[config.mk]
export PLATFORM = sky130hd
export DESIGN_NAME = vga_timing_controller
export DESIGN_NICKNAME = d
export VERILOG_FILES = /design/src/rtl/vga_timing_pkg.sv /design/src/rtl/vga_delay_line.sv /design/src/rtl/vga_timing_controller.sv
export SDC_FILE = /design/constraint.sdc
export NUM_CORES = 1
export LEC_CHECK = 0
export BUFFER_PORTS_ARGS = -buffer_cell sky130_fd_sc_hd__buf_4
export CAP_MARGIN = 10
export CORE_UTILIZATION = 30
export CTS_CLUSTER_DIAMETER = 120
export DETAILED_ROUTE_END_ITERATION = 12
export GPL_TIMING_DRIVEN = 0
export PLACE_DENSITY = 0.59
export SETUP_SLACK_MARGIN = 0.5
export SLEW_MARGIN = 10
export SYNTH_ARGS = -nofsm -noshare
export SYNTH_HDL_FRONTEND = slang
export SYNTH_SLANG_ARGS = --single-unit
[constraint.sdc]
create_clock -name VGA_CLOCK -period 3.3 [get_ports VGA_CLOCK]
set_input_delay 0.66 -clock VGA_CLOCK [delete_from_list [all_inputs] [get_ports VGA_CLOCK]]
set_output_delay 0.66 -clock VGA_CLOCK [all_outputs]
set_load 0.1 [all_outputs]
[src/rtl/vga_timing_pkg.sv]
// Shared timing constants, colour codes and payload types for the 800x600@72 VGA raster.
package vga_timing_pkg;

  localparam int unsigned CNT_W = 11;
  localparam int unsigned RGB_W = 3;

  localparam int unsigned H_ACTIVE = 800;
  localparam int unsigned H_FRONT  = 56;
  localparam int unsigned H_SYNC   = 120;
  localparam int unsigned H_BACK   = 64;
  localparam int unsigned H_TOTAL  = H_ACTIVE + H_FRONT + H_SYNC + H_BACK;

  localparam int unsigned V_ACTIVE = 600;
  localparam int unsigned V_FRONT  = 37;
  localparam int unsigned V_SYNC   = 6;
  localparam int unsigned V_BACK   = 23;
  localparam int unsigned V_TOTAL  = V_ACTIVE + V_FRONT + V_SYNC + V_BACK;

  // Inclusive sync windows in counter coordinates
  localparam int unsigned H_SYNC_START = H_ACTIVE + H_FRONT;
  localparam int unsigned H_SYNC_END   = H_SYNC_START + H_SYNC - 1;
  localparam int unsigned V_SYNC_START = V_ACTIVE + V_FRONT;
  localparam int unsigned V_SYNC_END   = V_SYNC_START + V_SYNC - 1;

  // Test-pattern bar geometry
  localparam int unsigned BAR_W    = 100;
  localparam int unsigned NUM_BARS = 8;

  typedef logic [RGB_W-1:0] rgb_t;

  // {R,G,B} colour codes shared with game_engine
  localparam rgb_t BLACK  = 3'b000;
  localparam rgb_t RED    = 3'b100;
  localparam rgb_t YELLOW = 3'b110;
  localparam rgb_t BLUE   = 3'b001;
  localparam rgb_t WHITE  = 3'b111;

  // Raw per-pixel timing flags carried through the delay line
  typedef struct packed {
    logic hs;
    logic vs;
    logic active;
  } timing_t;

  // Bar index for a horizontal position; positions past the last bar saturate
  function automatic rgb_t bar_colour(input logic [CNT_W-1:0] h);
    rgb_t bar;
    bar = BLACK;
    for (int unsigned i = 1; i < NUM_BARS; i++) begin
      if (h >= CNT_W'(i * BAR_W)) bar = RGB_W'(i);
    end
    return bar;
  endfunction

endpackage

[src/rtl/vga_delay_line.sv]
// Fixed-depth register delay line with asynchronous clear to a configurable value.
module vga_delay_line #(
  parameter int unsigned      DEPTH       = 1,
  parameter int unsigned      WIDTH       = 1,
  parameter logic [WIDTH-1:0] RESET_VALUE = '0
) (
  input  logic             clk,
  input  logic             rst_n,
  input  logic [WIDTH-1:0] data,
  output logic [WIDTH-1:0] delayed
);

  logic [WIDTH-1:0] stage [DEPTH];

  // Shift data one stage per clock; reset clears every stage
  always_ff @(posedge clk or negedge rst_n) begin
    if (!rst_n) begin
      for (int i = 0; i < int'(DEPTH); i++) stage[i] <= RESET_VALUE;
    end else begin
      stage[0] <= data;
      for (int i = 1; i < int'(DEPTH); i++) stage[i] <= stage[i-1];
    end
  end

  assign delayed = stage[DEPTH-1];

endmodule

[src/rtl/vga_timing_controller.sv]
// 800x600@72 VGA raster generator: counters, frame pulse, and pin-aligned sync/colour.
// Optional build macro VGA_TEST_PATTERN_EN adds TEST_MODE and an eight-bar colour source.
module vga_timing_controller
  import vga_timing_pkg::*;
#(
  parameter bit          SYNC_POL      = 1'b1,
  parameter int unsigned PIXEL_LATENCY = 1
) (
  input  logic             VGA_CLOCK,
  input  logic             RESET_N,
  input  logic [RGB_W-1:0] PIXEL,
`ifdef VGA_TEST_PATTERN_EN
  input  logic             TEST_MODE,
`endif
  output logic [CNT_W-1:0] PIXEL_H,
  output logic [CNT_W-1:0] PIXEL_V,
  output logic             FRAME_START,
  output logic             VGA_HSYNC,
  output logic             VGA_VSYNC,
  output logic             VGA_R,
  output logic             VGA_G,
  output logic             VGA_B
);

  logic [CNT_W-1:0] h_next_c;
  logic [CNT_W-1:0] v_next_c;
  timing_t          raw_c;
  timing_t          timing_d;
  rgb_t             colour_c;

  // Next raster position: H every cycle, V on the H wrap
  always_comb begin
    h_next_c = PIXEL_H + CNT_W'(1);
    v_next_c = PIXEL_V;
    if (PIXEL_H == CNT_W'(H_TOTAL - 1)) begin
      h_next_c = '0;
      v_next_c = (PIXEL_V == CNT_W'(V_TOTAL - 1)) ? '0 : PIXEL_V + CNT_W'(1);
    end
  end

  // Raster counters and frame pulse; reset parks on the last position so the first edge lands on (0,0)
  always_ff @(posedge VGA_CLOCK or negedge RESET_N) begin
    if (!RESET_N) begin
      PIXEL_H     <= CNT_W'(H_TOTAL - 1);
      PIXEL_V     <= CNT_W'(V_TOTAL - 1);
      FRAME_START <= 1'b0;
    end else begin
      PIXEL_H     <= h_next_c;
      PIXEL_V     <= v_next_c;
      FRAME_START <= (h_next_c == '0) && (v_next_c == '0);
    end
  end

  // Raw timing flags for the coordinate currently on PIXEL_H/PIXEL_V
  always_comb begin
    raw_c        = '0;
    raw_c.hs     = (PIXEL_H >= CNT_W'(H_SYNC_START)) && (PIXEL_H <= CNT_W'(H_SYNC_END));
    raw_c.vs     = (PIXEL_V >= CNT_W'(V_SYNC_START)) && (PIXEL_V <= CNT_W'(V_SYNC_END));
    raw_c.active = (PIXEL_H < CNT_W'(H_ACTIVE)) && (PIXEL_V < CNT_W'(V_ACTIVE));
  end

  // Match the flags to the game_engine pixel latency
  vga_delay_line #(
    .DEPTH      (PIXEL_LATENCY),
    .WIDTH      ($bits(timing_t)),
    .RESET_VALUE('0)
  ) u_timing_dly (
    .clk    (VGA_CLOCK),
    .rst_n  (RESET_N),
    .data   (raw_c),
    .delayed(timing_d)
  );

`ifdef VGA_TEST_PATTERN_EN
  logic [CNT_W:0] pattern_d;

  // Carry {TEST_MODE, H} with the same latency so the source switches on a pixel boundary
  vga_delay_line #(
    .DEPTH      (PIXEL_LATENCY),
    .WIDTH      (CNT_W + 1),
    .RESET_VALUE('0)
  ) u_pattern_dly (
    .clk    (VGA_CLOCK),
    .rst_n  (RESET_N),
    .data   ({TEST_MODE, PIXEL_H}),
    .delayed(pattern_d)
  );

  assign colour_c = pattern_d[CNT_W] ? bar_colour(pattern_d[CNT_W-1:0]) : PIXEL;
`else
  assign colour_c = PIXEL;
`endif

  // Pin register: sync polarity applied, colour forced black outside the active area
  always_ff @(posedge VGA_CLOCK or negedge RESET_N) begin
    if (!RESET_N) begin
      VGA_HSYNC               <= ~SYNC_POL;
      VGA_VSYNC               <= ~SYNC_POL;
      {VGA_R, VGA_G, VGA_B}   <= BLACK;
    end else begin
      VGA_HSYNC               <= timing_d.hs ^ ~SYNC_POL;
      VGA_VSYNC               <= timing_d.vs ^ ~SYNC_POL;
      {VGA_R, VGA_G, VGA_B}   <= timing_d.active ? colour_c : BLACK;
    end
  end

endmodule

== Word-level counts from Yosys, hierarchy flattened ==
Index checks and enable logic that the tools add are counted.
Cells by class
  add/sub/neg operators: 2
  $mul: 0
  div/mod/pow operators: 0
  magnitude comparators: 6
  equality and inequality tests: 2
  shifts and indexed selects: 0
  mux-type cells: 4
  bitwise gates (word level): 0
  reductions and logical operators: 6
Operators with widths (number)
  11-bit 2-to-1 mux: 3
  11-bit by 1-bit adder with 11-bit output, second input constant: 2
  11-bit by 10-bit greater-or-equal comparator with 1-bit output, second input constant: 2
  11-bit by 10-bit <= comparator with 1-bit output, second input constant: 2
  11-bit logical NOT: 2
  11-bit by 10-bit less-than comparator with 1-bit output, second input constant: 2
  11-bit by 10-bit equality test with 1-bit output, second input constant: 1
  11-bit equality test, second input constant: 1
  1-bit logical AND: 4
  3-bit 2-to-1 mux: 1
Word-level totals
  bits in registers: 31
  bits in latches: 0
  memory bits (writable): 0
  ROM bits: 0
  input port bits: 5
  output and inout bits: 28
  logic and storage cells: 29
  memories kept: 0

== Logic depth before layout (Yosys ltp) ==
  word-level depth: 5
  mapped depth: 9
  mapped depth without buffers: 8

== Cells and area by module ==
From an unflattened synthesis, not the netlist that was laid out.
Second synthesis, totals
  cells, all modules: 192
  area total of the unflattened synthesis: 1855.5 µm²
By module, submodules not included
  vga_timing_controller: times used 1, cells an instance 189, area each 1780.5 µm², seq. area each 713.2 µm²
  vga_delay_line: times used 1, cells an instance 3, area each 75.1 µm², seq. area each 75.1 µm²

== Worst setup path after synthesis ==
No wires, ideal clock.
  path kind: reg-to-reg
  start: register PIXEL_H[8]
  end: register FRAME_START
  library setup time: 120 ps
  arrival: 2803 ps
  required time: 3180 ps
  path slack: 377 ps
  stages on the path, launching flop included: 8
  path buffers: 1
  clock period less this slack: 2923 ps
  cells stage by stage: dfrtp_1 -> clkbuf_8 -> or4b_4 -> or3_4 -> or4_4 -> nand4_1 -> a211oi_1 -> and3_1
Between the ends
  word-level cells in the longest chain between the ends: 4
  elaborated cells on any way between the ends: 7
  those cells by class: add/sub (1); eq/ne (1); mux (2); reduce/logical (3)
RTL lines
  start: declaration: line vga_timing_controller.sv:15  | output logic [CNT_W-1:0] PIXEL_H,
  start signal: assignment: line vga_timing_controller.sv:44  | PIXEL_H <= CNT_W'(H_TOTAL - 1);
  start signal: assignment: line vga_timing_controller.sv:48  | PIXEL_H <= h_next_c;
  11-bit by 1-bit adder with 11-bit output or 11-bit equality test (tied branches): line vga_timing_controller.sv:33, vga_timing_controller.sv:35
  11-bit 2-to-1 mux: line vga_timing_controller.sv:35  | if (PIXEL_H == CNT_W'(H_TOTAL - 1)) begin
  11-bit logical NOT: line vga_timing_controller.sv:50  | FRAME_START <= (h_next_c == '0) && (v_next_c == '0);
  1-bit logical AND (*): line vga_timing_controller.sv:50
  end signal: assignment: line vga_timing_controller.sv:50
  end: declaration: line vga_timing_controller.sv:17  | output logic FRAME_START,
Mark *: on every way between the ends. The rest lies on a longest branch, timed or not.

== Final worst setup path ==
  start: register PIXEL_H[6]
  end: register FRAME_START
Same word-level chain as after synthesis.

==> key figures <==
Drt
  – Starting DRT DRC Count: 63
  – # DRC: 0
  – Vias: 1,521
  – Vias per cell: roughly 4.9
  – Routed WL: 4210 um
  – Post-DRT Antenna Nets: 0
  – Routed len/inst: 13.6 um
  – First-pass iteration count of the detailed router: 4

Yosys
  – Syn_nets: 204
  – Mapped Cells: slightly below 200
  – Asr flop ratio synth: between 90% and 100%
  – Top cell type's share of synthesized area: 27.8%
  – Most frequent cells after synthesis: 23 x nand2_1, 21 x dfrtp_1, 15 x nor2_1
  – Distinct cells, synth: 50
  – Leading area contributor after synthesis: dfrtp_1
  – Post-synth EDFFs: 0
  – Syn Area/Cell: a little under 10 um2
  – Area contributors post-synth: dfrtp_1 28%, dfstp_2 14%, nand2_1 4.6%
  – Ys flop type: dfrtp_1
  – #FFs+latches synth: 31
  – Yosys synthesis warning count: 0
  – Cell Area, Synth: 1890 um2
  – Most common cell in the synthesized netlist: nand2_1
  – Sequential share of the synthesized area: 41.7%

Pwr
  – Peak VDD IR: around 150 uV
  – Switching share of power: roughly a fifth
  – Total net switching power: between 0.15 and 0.2 mW
  – Sequential share of power: 48.0%
  – Power Total: approximately 0.80 mW
  – Comb power frac: 3.7%
  – Power density cells: around 340 nW/um2
  – Clock power share: approximately half
  – Lkg Pwr: between 1 and 1.5 nW
  – P_int: between 0.6 and 0.7 mW

Setup path
  – Top delay family on crit path: simple AND/OR/NAND/NOR gates
  – CP peak stage delay: 0.56 ns
  – CP Data Required Time: ~3.5 ns
  – Critical Path AT: approximately 2.8 ns
  – Worst path cell trace: buf_6 > or4b_4 > nor3_2 > clkbuf_2 > a31oi_1 > a211oi_1 > and3_1
  – CP startpoint kind: flop
  – Critical path fanouts, max: 10
  – CP max stage cell: or4b_4
  – Crit Path Class: flop to flop
  – Crit end category: flop
  – Buf/Inv on CP: 2

Die
  – DIE AREA: approximately 6600 um2
  – CORE AREA: 5990 um2
  – Die extent in x: slightly above 80 um
  – Num ports: 33
  – Starting Density: between 30% and 40%
  – Site row count: 28
  – Die Y: 81.4 um

GRT
  – Gr busiest metal: met2
  – Met1 usage: 20.1%
  – Met2 Use GR: around a fifth
  – First-pass GRT wire length: 7000 um
  – Vias in the first global route: roughly 1,400
  – Met3 Resource Use GR: approximately 3.3%
  – Total global routing track utilization: 14.3%
  – Largest net degree at the start of global routing: 32
  – GRT Residual Overflow: 0
  – Initial antenna violation count: 0

Timing
  – Slew Viols, Final: 0
  – Slew Limit Headroom: 66.7%
  – Actual slew at the worst max-slew pin: between 0.4 and 0.5 ns
  – Final worst path period share: 77.7%
  – Final hold viol count: 0
  – Fmax: 390 MHz
  – Final setup fails: 0
  – Post-layout minimum cycle time: between 2 and 3 ns
  – Final TNS setup: 0 ns
  – RSZ-0062 raised after global routing: false
  – Clk_skew: 0.00418 ns

Place
  – I/O Buffers: 32
  – Placed cells: ~300
  – Final HPWL DP: slightly above 3000 um
  – GPL Wtd Cong: a little over 0.9

Flow run
  – Max-cap violations: 0

Min path
  – Min-Delay Path Class: input port to async pin

CTS
  – # H-tree levels: 2
  – CTS tree: done
  – Number of clock buffers inserted by TritonCTS: 5
  – Later-pin clock latency in the skew report: approximately 0.28 ns
  – CTS max path bufs: 2
  – Hold-fix buffers, CTS: 0
  – Reg clk slew, reported paths: approximately 0.07 ns
  – CTS Sinks: 31
  – Root Driver: clkbuf_8

Status
  – Outcome: finished clean

Finish
  – Diodes inserted: 0
  – Area growth, synth to finish: 24.2%
  – Layout Cells excl Fill: around 310
  – Layout cells sized above 1: between 30% and 40%
  – Final net count: about 240
==> sequential cells by signal (all words and copies together) (netlist names) <==
name	flops
FRAME_START	1
PIXEL_H	11
PIXEL_V	11
VGA_B	1
VGA_G	1
VGA_HSYNC	1
VGA_R	1
VGA_VSYNC	1
u_timing_dly.delayed	3
==> per-stage QoR <==
step	area, um2	setup slack (ns)	utilization (%)	hold WS, ns
after floorplan	1890	0.522	-	0.331
after global placement	2230	0.560	37.2	0.332
after global routing	2350	0.598	39.2	0.330
after detailed placement	2230	0.530	37.2	0.336
after CTS	2350	0.510	39.2	0.318
final	2350	0.737	39.2	0.301
==> kinds of logic after synthesis <==
family	count (synthesis)	share of synthesized area, %
xor+xnor	14	6.49
flops	31	41.7
mux	1	0.530
compound gates	35	12.5
fa+ha+maj	5	3.31
buf+inv	22	9.14
simple gates	86	26.4
==> layout make-up <==
type | instances | area (um2)
clock buffers | 6 | 82.6
multi-input cells | 141 | 928
flip-flops and latches | 31 | 793
repair buffers | 32 | 240
well taps | 75 | 93.8
inverters | 7 | 26.3
fillers | 604 | 3640
plain buffers | 15 | 148
clock inverters | 2 | 35.0
==> per-layer routing <==
metal / wire [um] / vias up
li1: - / 766
met1: 2070 / 715
met2: 1840 / 36
met3: 242 / 4
met4: 54 / 0
met5: 0 / -
==> placed cells by master, fill, tap and decap left out, types with 3 or more instances in the layout <==
cell type,n
buf_4,32
nand2_1,23
dfrtp_1,17
nor2_1,15
dfstp_2,10
o21ai_0,9
clkbuf_8,8
xnor2_1,8
inv_1,7
nand3_1,7
and2_1,6
xor2_1,6
nand4_1,5
ha_1,5
dfrtp_2,4
clkbuf_1,4
and3_1,4
o31ai_1,4
a21oi_1,4
buf_6,3
nor3_1,3
o22ai_1,3
and3_2,3
o2111ai_1,3
a211oi_1,3
==> power groups by stage <==
stage	registers (mW)	clock network, mW	logic [mW]
after floorplan	0.404	0	0.00124
after global placement	0.389	0	0.0299
after detailed placement	0.390	0	0.0303
after CTS	0.383	0.402	0.0303
after global routing	0.383	0.418	0.0318
final	0.383	0.385	0.0291
==> worst paths after layout <==
| check | start | end | slack (ns) | cells past startpoint |
|---|---|---|---|---|
| setup reg to reg | PIXEL_H[6]$_DFF_PN0_ | FRAME_START$_DFF_PN0_ | 0.74 | 7 |
| hold / removal | RESET_N | PIXEL_V[1]$_DFF_PN0_ | 0.30 | 1 |
| min in group VGA_CLOCK | u_timing_dly.delayed[1]$_DFF_PN0_ | VGA_VSYNC$_DFF_PN0_ | 0.35 | 0 |
| setup / recovery | PIXEL_H[6]$_DFF_PN0_ | FRAME_START$_DFF_PN0_ | 0.74 | 7 |
| hold reg to reg | u_timing_dly.delayed[1]$_DFF_PN0_ | VGA_VSYNC$_DFF_PN0_ | 0.35 | 0 |
| max in group asynchronous | RESET_N | PIXEL_V[7]$_DFF_PN1_ | 2.66 | 1 |
==> timing repair <==
item	in CTS	in global routing
endpoints found under the hold margin	0	0
setup endpoints to repair	0	1
resized for setup	0	2
setup buffers	0	0
No activity file was read; power rests on OpenSTA's default activity.
